===== src/rtl/spi_controller.sv =====
// SPI Mode 0 controller: serialises {R/W, addr[6:0], data[7:0]} frames MSB first.
// Define SPI_CONTROLLER_READBACK_EN to capture CIPO during the data phase of read frames.
module spi_controller #(
    parameter int CLK_DIV    = 4,
    parameter int GAP_CYCLES = 4
) (
    input  logic       clk,
    input  logic       rst_n,
    input  logic       req_valid,
    output logic       req_ready,
    input  logic       req_write,
    input  logic [6:0] req_addr,
    input  logic [7:0] req_data,
    output logic       busy,
    output logic       done,
    output logic [7:0] rd_data,
    output logic       rd_valid,
    output logic       SCLK,
    output logic       COPI,
    output logic       nCS,
    input  logic       CIPO
);
    localparam int DW = $clog2(CLK_DIV) + 1;
    localparam int GW = $clog2(GAP_CYCLES + 1);
    localparam logic [DW-1:0] DIV_LAST = DW'(CLK_DIV - 1);
    localparam logic [GW-1:0] GAP_LAST = GW'(GAP_CYCLES - 1);

    typedef enum logic [2:0] {IDLE, SETUP, SHIFT, HOLD, GAP} state_t;

    state_t        state_q, state_d;
    logic [DW-1:0] div_q, div_d;
    logic [4:0]    bit_q, bit_d;
    logic [GW-1:0] gap_q, gap_d;
    logic [15:0]   shift_q, shift_d;
    logic          rw_q, rw_d;
    logic          ncs_q, ncs_d;
    logic          sclk_q, sclk_d;
    logic          copi_q, copi_d;
    logic          ready_q, ready_d;
    logic          done_q, done_d;

    always_ff @(posedge clk or negedge rst_n) begin
        if (!rst_n) begin
            state_q <= IDLE;
            div_q   <= '0;
            bit_q   <= '0;
            gap_q   <= '0;
            shift_q <= '0;
            rw_q    <= 1'b0;
            ncs_q   <= 1'b1;
            sclk_q  <= 1'b0;
            copi_q  <= 1'b0;
            ready_q <= 1'b0;
            done_q  <= 1'b0;
        end else begin
            state_q <= state_d;
            div_q   <= div_d;
            bit_q   <= bit_d;
            gap_q   <= gap_d;
            shift_q <= shift_d;
            rw_q    <= rw_d;
            ncs_q   <= ncs_d;
            sclk_q  <= sclk_d;
            copi_q  <= copi_d;
            ready_q <= ready_d;
            done_q  <= done_d;
        end
    end

    always_comb begin
        state_d = state_q;
        div_d   = div_q;
        bit_d   = bit_q;
        gap_d   = gap_q;
        shift_d = shift_q;
        rw_d    = rw_q;
        ncs_d   = ncs_q;
        sclk_d  = sclk_q;
        copi_d  = copi_q;
        done_d  = 1'b0;
        unique case (state_q)
            IDLE: begin
                if (req_valid && ready_q) begin
                    shift_d = {req_write, req_addr, req_data};
                    rw_d    = req_write;
                    bit_d   = '0;
                    div_d   = '0;
                    ncs_d   = 1'b0;
                    sclk_d  = 1'b0;
                    copi_d  = req_write;
                    state_d = SETUP;
                end
            end
            SETUP: begin
                if (div_q == DIV_LAST) begin
                    div_d   = '0;
                    sclk_d  = 1'b1;
                    state_d = SHIFT;
                end else begin
                    div_d = div_q + 1'b1;
                end
            end
            SHIFT: begin
                // bit_q counts falling edges; the low half after the 16th one closes the shift phase
                if (div_q == DIV_LAST) begin
                    div_d = '0;
                    if (sclk_q) begin
                        sclk_d  = 1'b0;
                        shift_d = {shift_q[14:0], 1'b0};
                        copi_d  = shift_q[14];
                        bit_d   = bit_q + 5'd1;
                    end else if (bit_q == 5'd16) begin
                        copi_d  = 1'b0;
                        state_d = HOLD;
                    end else begin
                        sclk_d = 1'b1;
                    end
                end else begin
                    div_d = div_q + 1'b1;
                end
            end
            HOLD: begin
                if (div_q == DIV_LAST) begin
                    div_d   = '0;
                    ncs_d   = 1'b1;
                    gap_d   = '0;
                    state_d = GAP;
                end else begin
                    div_d = div_q + 1'b1;
                end
            end
            GAP: begin
                if (gap_q == GAP_LAST) begin
                    done_d  = 1'b1;
                    state_d = IDLE;
                end else begin
                    gap_d = gap_q + 1'b1;
                end
            end
            default: state_d = IDLE;
        endcase
        // ready is held low for the done cycle so it rises the cycle after done
        ready_d = (state_d == IDLE) && !done_d;
    end

    assign req_ready = ready_q;
    assign busy      = (state_q != IDLE);
    assign done      = done_q;
    assign SCLK      = sclk_q;
    assign COPI      = copi_q;
    assign nCS       = ncs_q;

`ifdef SPI_CONTROLLER_READBACK_EN
    logic [7:0] cap_q;
    logic [7:0] rd_q;
    logic       rdv_q;
    logic       cap_en;

    // SCLK rising edges with 8..15 completed bits are the data-phase rises
    assign cap_en = (state_q == SHIFT) && !sclk_q && (div_q == DIV_LAST) &&
                    (bit_q >= 5'd8) && (bit_q != 5'd16);

    always_ff @(posedge clk or negedge rst_n) begin
        if (!rst_n) begin
            cap_q <= '0;
            rd_q  <= '0;
            rdv_q <= 1'b0;
        end else begin
            rdv_q <= done_d && !rw_q;
            if (cap_en) begin
                cap_q <= {cap_q[6:0], CIPO};
            end
            if (done_d && !rw_q) begin
                rd_q <= cap_q;
            end
        end
    end

    assign rd_data  = rd_q;
    assign rd_valid = rdv_q;
`else
    logic unused_cipo;
    assign unused_cipo = CIPO;
    assign rd_data     = '0;
    assign rd_valid    = 1'b0;
`endif

endmodule

===== config.mk =====
export PLATFORM = sky130hd
export DESIGN_NAME = spi_controller
export DESIGN_NICKNAME = d
export VERILOG_FILES = /design/src/rtl/spi_controller.sv
export SDC_FILE = /design/constraint.sdc
export NUM_CORES = 1
export LEC_CHECK = 0
export CAP_MARGIN = 25
export CELL_PAD_IN_SITES_DETAIL_PLACEMENT = 0
export CELL_PAD_IN_SITES_GLOBAL_PLACEMENT = 1
export CORE_AREA = 4 4 66 68
export CTS_BUF_LIST = sky130_fd_sc_hd__clkbuf_4
export CTS_CLUSTER_SIZE = 14
export DETAILED_ROUTE_END_ITERATION = 10
export DIE_AREA = 0 0 70 72
export DONT_BUFFER_PORTS = 1
export GPL_ROUTABILITY_DRIVEN = 0
export GPL_TIMING_DRIVEN = 0
export PLACE_DENSITY_LB_ADDON = 0.15
export SYNTH_ARGS = -nofsm -noshare
export SYNTH_HDL_FRONTEND = slang
export SYNTH_SLANG_ARGS = --single-unit

===== constraint.sdc =====
create_clock -name clk -period 2.1 [get_ports clk]
set_input_delay 0.21 -clock clk [delete_from_list [all_inputs] [get_ports clk]]
set_output_delay 0.21 -clock clk [all_outputs]
set_load 0.1 [all_outputs]

# [Word-level counts from Yosys, hierarchy flattened]
# Index checks and enable logic that the tools add are counted.
[op_classes] n_addsub=3 n_reduce_logical=18 mux=36 n_eq_ne=14
[ops] operator="two-way mux 15 bit" n=3
[ops] operator="two-way mux 3 bit" n=11
[ops] operator="case mux 15 bit (2 select lines)" n=1
[ops] operator="two-way mux 5 bit" n=3
[ops] operator="case mux 3 bit (5 select lines)" n=1
[ops] operator="== test 3 x 2 -> 1 bit, second input constant" n=4
[ops] operator="inequality test 2 bit, second input constant" n=6
[ops] operator="case mux 3 bit (2 select lines)" n=2
[ops] operator="AND reduction 4 bit" n=3
[ops] operator="two-way mux 1 bit" n=11
[ops] operator="case mux 5 bit (2 select lines)" n=1
[ops] operator="nonzero test 2 bit" n=4
[ops] operator="adder 3 x 1 -> 3 bit, second input constant" n=2
[ops] operator="logical NOT 3 bit" n=2
[ops] operator="AND reduction 3 bit" n=2
[ops] operator="nonzero test 3 bit" n=2
[ops] operator="adder 5 x 1 -> 5 bit, second input constant" n=1
[ops] operator="== test 5 bit, second input constant" n=1
[ops] operator="case mux 1 bit (2 select lines)" n=2
[ops] operator="== test 3 x 1 -> 1 bit, second input constant" n=1
[ops] operator="== test 3 bit, second input constant" n=1
[ops] operator="inequality test 3 bit, second input constant" n=1
[ops] operator="case mux 1 bit (3 select lines)" n=1
[ops] operator="OR reduction 3 bit" n=1
[ops] operator="other kinds (3)" n=4
[word_totals] out_inout_bits=15 in_bits=20 register_bits=34 elab_cells=81

# [Longest topological paths before layout]
[logic_depth] ltp_word=7 depth_mapped=5

# [Least setup slack after synthesis]
# Ideal clock, no wire load.
[synth_timing] path_type="register to register" from="reg sclk_q, in the netlist SCLK" to="reg shift_q[11]" path_stages_with_launch=5 path_buffers=1 path_slack_ns=0.106 arrival_time_ns=1.871 required_ns=1.977 path_cell_list="dfrtp_1 and4b_1 nand2_2 buf_4 o221a_2"
[synth_via] elab_chain_len=2
[synth_rtl] element="start: declaration" line="37" source="logic sclk_q, sclk_d;"
[synth_rtl] element="start signal: assignment" line="63" source="sclk_q <= sclk_d;"
[synth_rtl] element="inequality test 2 bit (no source line)"
[synth_rtl] element="AND reduction 4 bit (no source line)"
[synth_rtl] element="end signal: assignment" line="60" source="shift_q <= shift_d;"
[synth_rtl] element="end: declaration" line="34" source="logic [15:0] shift_q, shift_d;"
# No other way between the ends.
# A chain may end at the register's enable or synchronous reset.

# [Worst setup path in the final report]
[layout_timing] from="reg state_q[1]" to="out busy"
[layout_via] elab_chain_len=1
[layout_rtl] element="start: declaration" line="30" source="state_t state_q, state_d;"
[layout_rtl] element="start signal: assignment" line="56" source="state_q <= state_d;"
[layout_rtl] element="nonzero test 3 bit" line="147" source="assign busy = (state_q != IDLE);"
[layout_rtl] element="end: declaration" line="14" source="output logic busy,"
# No other way between the ends.

==> Implementation_results.wiki <==
{| class="wikitable"
! Metric !! Value
|-
| Status || finished, final reports clean
|-
| Synthesized flop and latch total || 34
|-
| MaxCap Viol Count || 0
|-
| Share of cells above drive strength 1 || 0.286
|-
| Leak || 0.928 nW
|-
| Number of global-route vias before repair || 1389
|-
| Async set or reset register ratio after synthesis || 1.00
|-
| Placed cell area || 1960 µm²
|-
| Final period utilization || 0.955
|-
| Final routed wirelength across all metal layers || 4.02 mm
|-
| # diodes || 0
|-
| Number of pins with negative max-slew slack in the final report || 0
|-
| Data required time of the worst path || 1890 ps
|-
| TritonCTS clock tree || built
|-
| Total via count after detailed routing || 1317
|-
| First-pass GRT wire length || 6.91 mm
|-
| I/O Buffers || 0
|-
| Area enclosed by the die boundary || 5040 µm²
|-
| Hold Path Class || input port to flop
|-
| Number of setup violations in the final report || 0
|-
| Top cells by area, synth || sky130_fd_sc_hd__dfrtp_1, sky130_fd_sc_hd__o221a_2, sky130_fd_sc_hd__or3_1
|-
| Worst Hold Endpoint || shift_q[1]
|-
| Proportion of netlist area held by the largest area contributor || 0.441
|-
| Max-slew headroom || 0.404
|-
| Initial antenna violation count || 0
|-
| Antenna Violating Nets Remaining || 0
|-
| Post-synth cell types || 50
|-
| Setup slack, reg-to-reg || 260 ps
|-
| Total negative slack for setup checks || 0 ps
|-
| Post-DR vias/cell || 5.68
|-
| EDFF count, synth || 0
|-
| Detailed Routing Iterations Pass 1 || 4
|-
| Count of synthesis-stage warnings from yosys || 0
|-
| Launching element type of the critical path || flop
|-
| Maximum number of buffers from clock root to sink || 2
|-
| Maximum frequency from static timing analysis || 499 MHz
|-
| Top library cells by usage in the layout, fill and taps aside || sky130_fd_sc_hd__dfrtp_1, sky130_fd_sc_hd__or3_1, sky130_fd_sc_hd__o221a_2
|-
| Starting density of the core || 0.485
|-
| Core box area || 3860 µm²
|-
| Commonest register cell after synthesis || sky130_fd_sc_hd__dfrtp_1
|-
| GRT Overall Usage || 0.176
|-
| DR WL/cell || 17.3 µm
|-
| CTS Sinks || 34
|-
| Worst path arrival time || 1800 ps
|-
| Sequential cell area || 855 µm²
|-
| Final routed DRC violation total || 0
|-
| Pin count of the biggest net entering global routing || 35
|-
| Reg-to-reg endpoint || shift_q[3]
|-
| P&R area growth vs syn || 10.2%
|-
| Max Clock Skew || 6.42 ps
|-
| Largest area contributor in the synthesized netlist || sky130_fd_sc_hd__dfrtp_1
|-
| Proportion of synthesized chip area in sequential cells || 0.455
|-
| Transition time at the pin with the least slew margin || 894 ps
|-
| Period minus WS final || 2010 ps
|-
| Count of pins on the block boundary || 35
|-
| Hold Crit Start || req_data[1]
|-
| Clock-pin slew of the registers on the worst-case setup and hold paths || 100 ps
|-
| Number of cells on the worst hold path || 1
|-
| Post-CTS setup repair buffer count || 0
|-
| Power density over the cells || 541 nW/µm²
|-
| Clock root cell || sky130_fd_sc_hd__clkbuf_4
|-
| Fin. Hold Viols || 0
|-
| Clock latency on the worst-skew pair || 340 ps
|-
| Area of all placed cells without fillers || 2060 µm²
|-
| Depth of the worst register-to-register path || 4
|-
| R2R Path Start || SCLK
|-
| RSZ-0062 raised after global routing || no
|-
| Final-layout fill cell count || 370
|-
| Die height || 72 µm
|-
| Synthesized area per cell || 11.5 µm²
|-
| Peak supply drop || 334 µV
|-
| Cell Area, Synth || 1870 µm²
|-
| Final-layout worst hold slack || 70.5 ps
|-
| Total number of H-tree levels || 2
|-
| Remaining global-route overflow || 0
|-
| Area of the multi-input gates || 877 µm²
|-
| Std-Cell Rows || 23
|-
| Maximum fanout count along the critical path || 10
|-
| Hpwl dp || 2.91 mm
|-
| Horizontal die dimension || 70 µm
|-
| Fin nets || 206
|-
| Initial DRC count || 65
|-
| Category of the critical setup timing path || flop to output pin
|-
| Critical Path End Type || output pin
|-
| Synthesized instance count || 163
|-
| Number of CTS-inserted buffers || 5
|-
| Leading cell type in the layout, fill and taps excluded || sky130_fd_sc_hd__dfrtp_1
|}
[cell families after synthesis]
logic type | share of synthesized area
and+or+nand+nor | 0.180
buffers and inverters | 0.0929
AOI/OAI and AO/OA | 0.199
other | 0.00200
DFF | 0.455
adders and majority gates | 0.0334
muxes | 0.0328
xor gates and xnor gates | 0.00468
[metrics by stage]
step                      setup WS (ps)  utilization  power (mW)  instances
after global routing               16.2        0.535        1.17        232
after floorplan                     106            -       0.750        171
after detailed placement          -79.2        0.509       0.750        221
after CTS                         0.614        0.534        1.14        232
after global placement            -75.4        0.509       0.750        221
final                              94.8        0.535        1.12        232
[synthesized netlist by cell type, types with 2 or more instances]
library cell and n:
sky130_fd_sc_hd__nand3b_1 2, sky130_fd_sc_hd__buf_4 11, sky130_fd_sc_hd__or3_1 14, sky130_fd_sc_hd__nand3_1 4, sky130_fd_sc_hd__o221a_2 13, sky130_fd_sc_hd__buf_6 3, sky130_fd_sc_hd__nor2b_1 3, sky130_fd_sc_hd__o21bai_1 4
sky130_fd_sc_hd__nand2_1 2, sky130_fd_sc_hd__nand2b_1 2, sky130_fd_sc_hd__a211oi_1 2, sky130_fd_sc_hd__inv_1 9, sky130_fd_sc_hd__a21oi_1 2, sky130_fd_sc_hd__mux2i_1 5, sky130_fd_sc_hd__o22ai_1 3, sky130_fd_sc_hd__and3b_1 2
sky130_fd_sc_hd__buf_2 4, sky130_fd_sc_hd__ha_1 5, sky130_fd_sc_hd__nor2_1 2, sky130_fd_sc_hd__or2_1 2, sky130_fd_sc_hd__o2bb2ai_1 2, sky130_fd_sc_hd__nor4bb_1 2, sky130_fd_sc_hd__o21ai_0 6, sky130_fd_sc_hd__dfrtp_1 33
[state kept, by name, summed over array words and instances, names as in the netlist]
name,flops
shift_q,15
SCLK,1
nCS,1
COPI,1
done,1
gap_q,3
bit_q,5
state_q,3
div_q,3
req_ready,1
[metal layers]
layer / global-route usage / vias up / wire [µm]
li1: - / 638 / -
met1: 0.211 / 650 / 1790
met2: 0.295 / 20 / 1940
met3: 0.0596 / 9 / 197
met4: 0.0638 / 0 / 90
met5: 0 / - / 0
[what timing repair did]
| item | CTS | global route |
|---|---|---|
| hold buffers | 3 | 0 |
| resized for setup | 1 | 2 |
| gates cloned | 0 | 0 |
| endpoints found under the setup margin | 13 | 13 |
| endpoints found under the hold margin | 35 | 0 |
[critical path, stage by stage (launching register included)]
cell and delay (ps):
sky130_fd_sc_hd__dfrtp_1 380, sky130_fd_sc_hd__buf_6 130, sky130_fd_sc_hd__buf_2 180, sky130_fd_sc_hd__or3_2 760
[layout make-up]
class,instances,area share
multi-input combinational,109,0.425
sequential,34,0.414
buffer,19,0.0680
tap,50,0.0303
clock buffer,6,0.0218
timing repair buffer,3,0.0194
inverter,9,0.0164
clock inverter,2,0.00425
[power breakdown]
group | total (mW) | internal [mW] | leakage [nW] | switching (mW)
Sequential | 0.654 | 0.654 | 0.454 | 0
Combinational | 0.104 | 0.0180 | 0.441 | 0.0858
Clock | 0.358 | 0.139 | 0.0331 | 0.220
[worst max path at each step]
stage,to,depth (start not counted),from,slack [ps]
final,busy,3,state_q[1],90
after global routing,busy,3,state_q[1],20
after CTS,shift_q[3],4,req_ready,0.6
after detailed placement,shift_q[3],4,SCLK,-80
after global placement,shift_q[2],4,SCLK,-80
after floorplan,shift_q[11],4,SCLK,110
(Power assumes the default switching activity.)
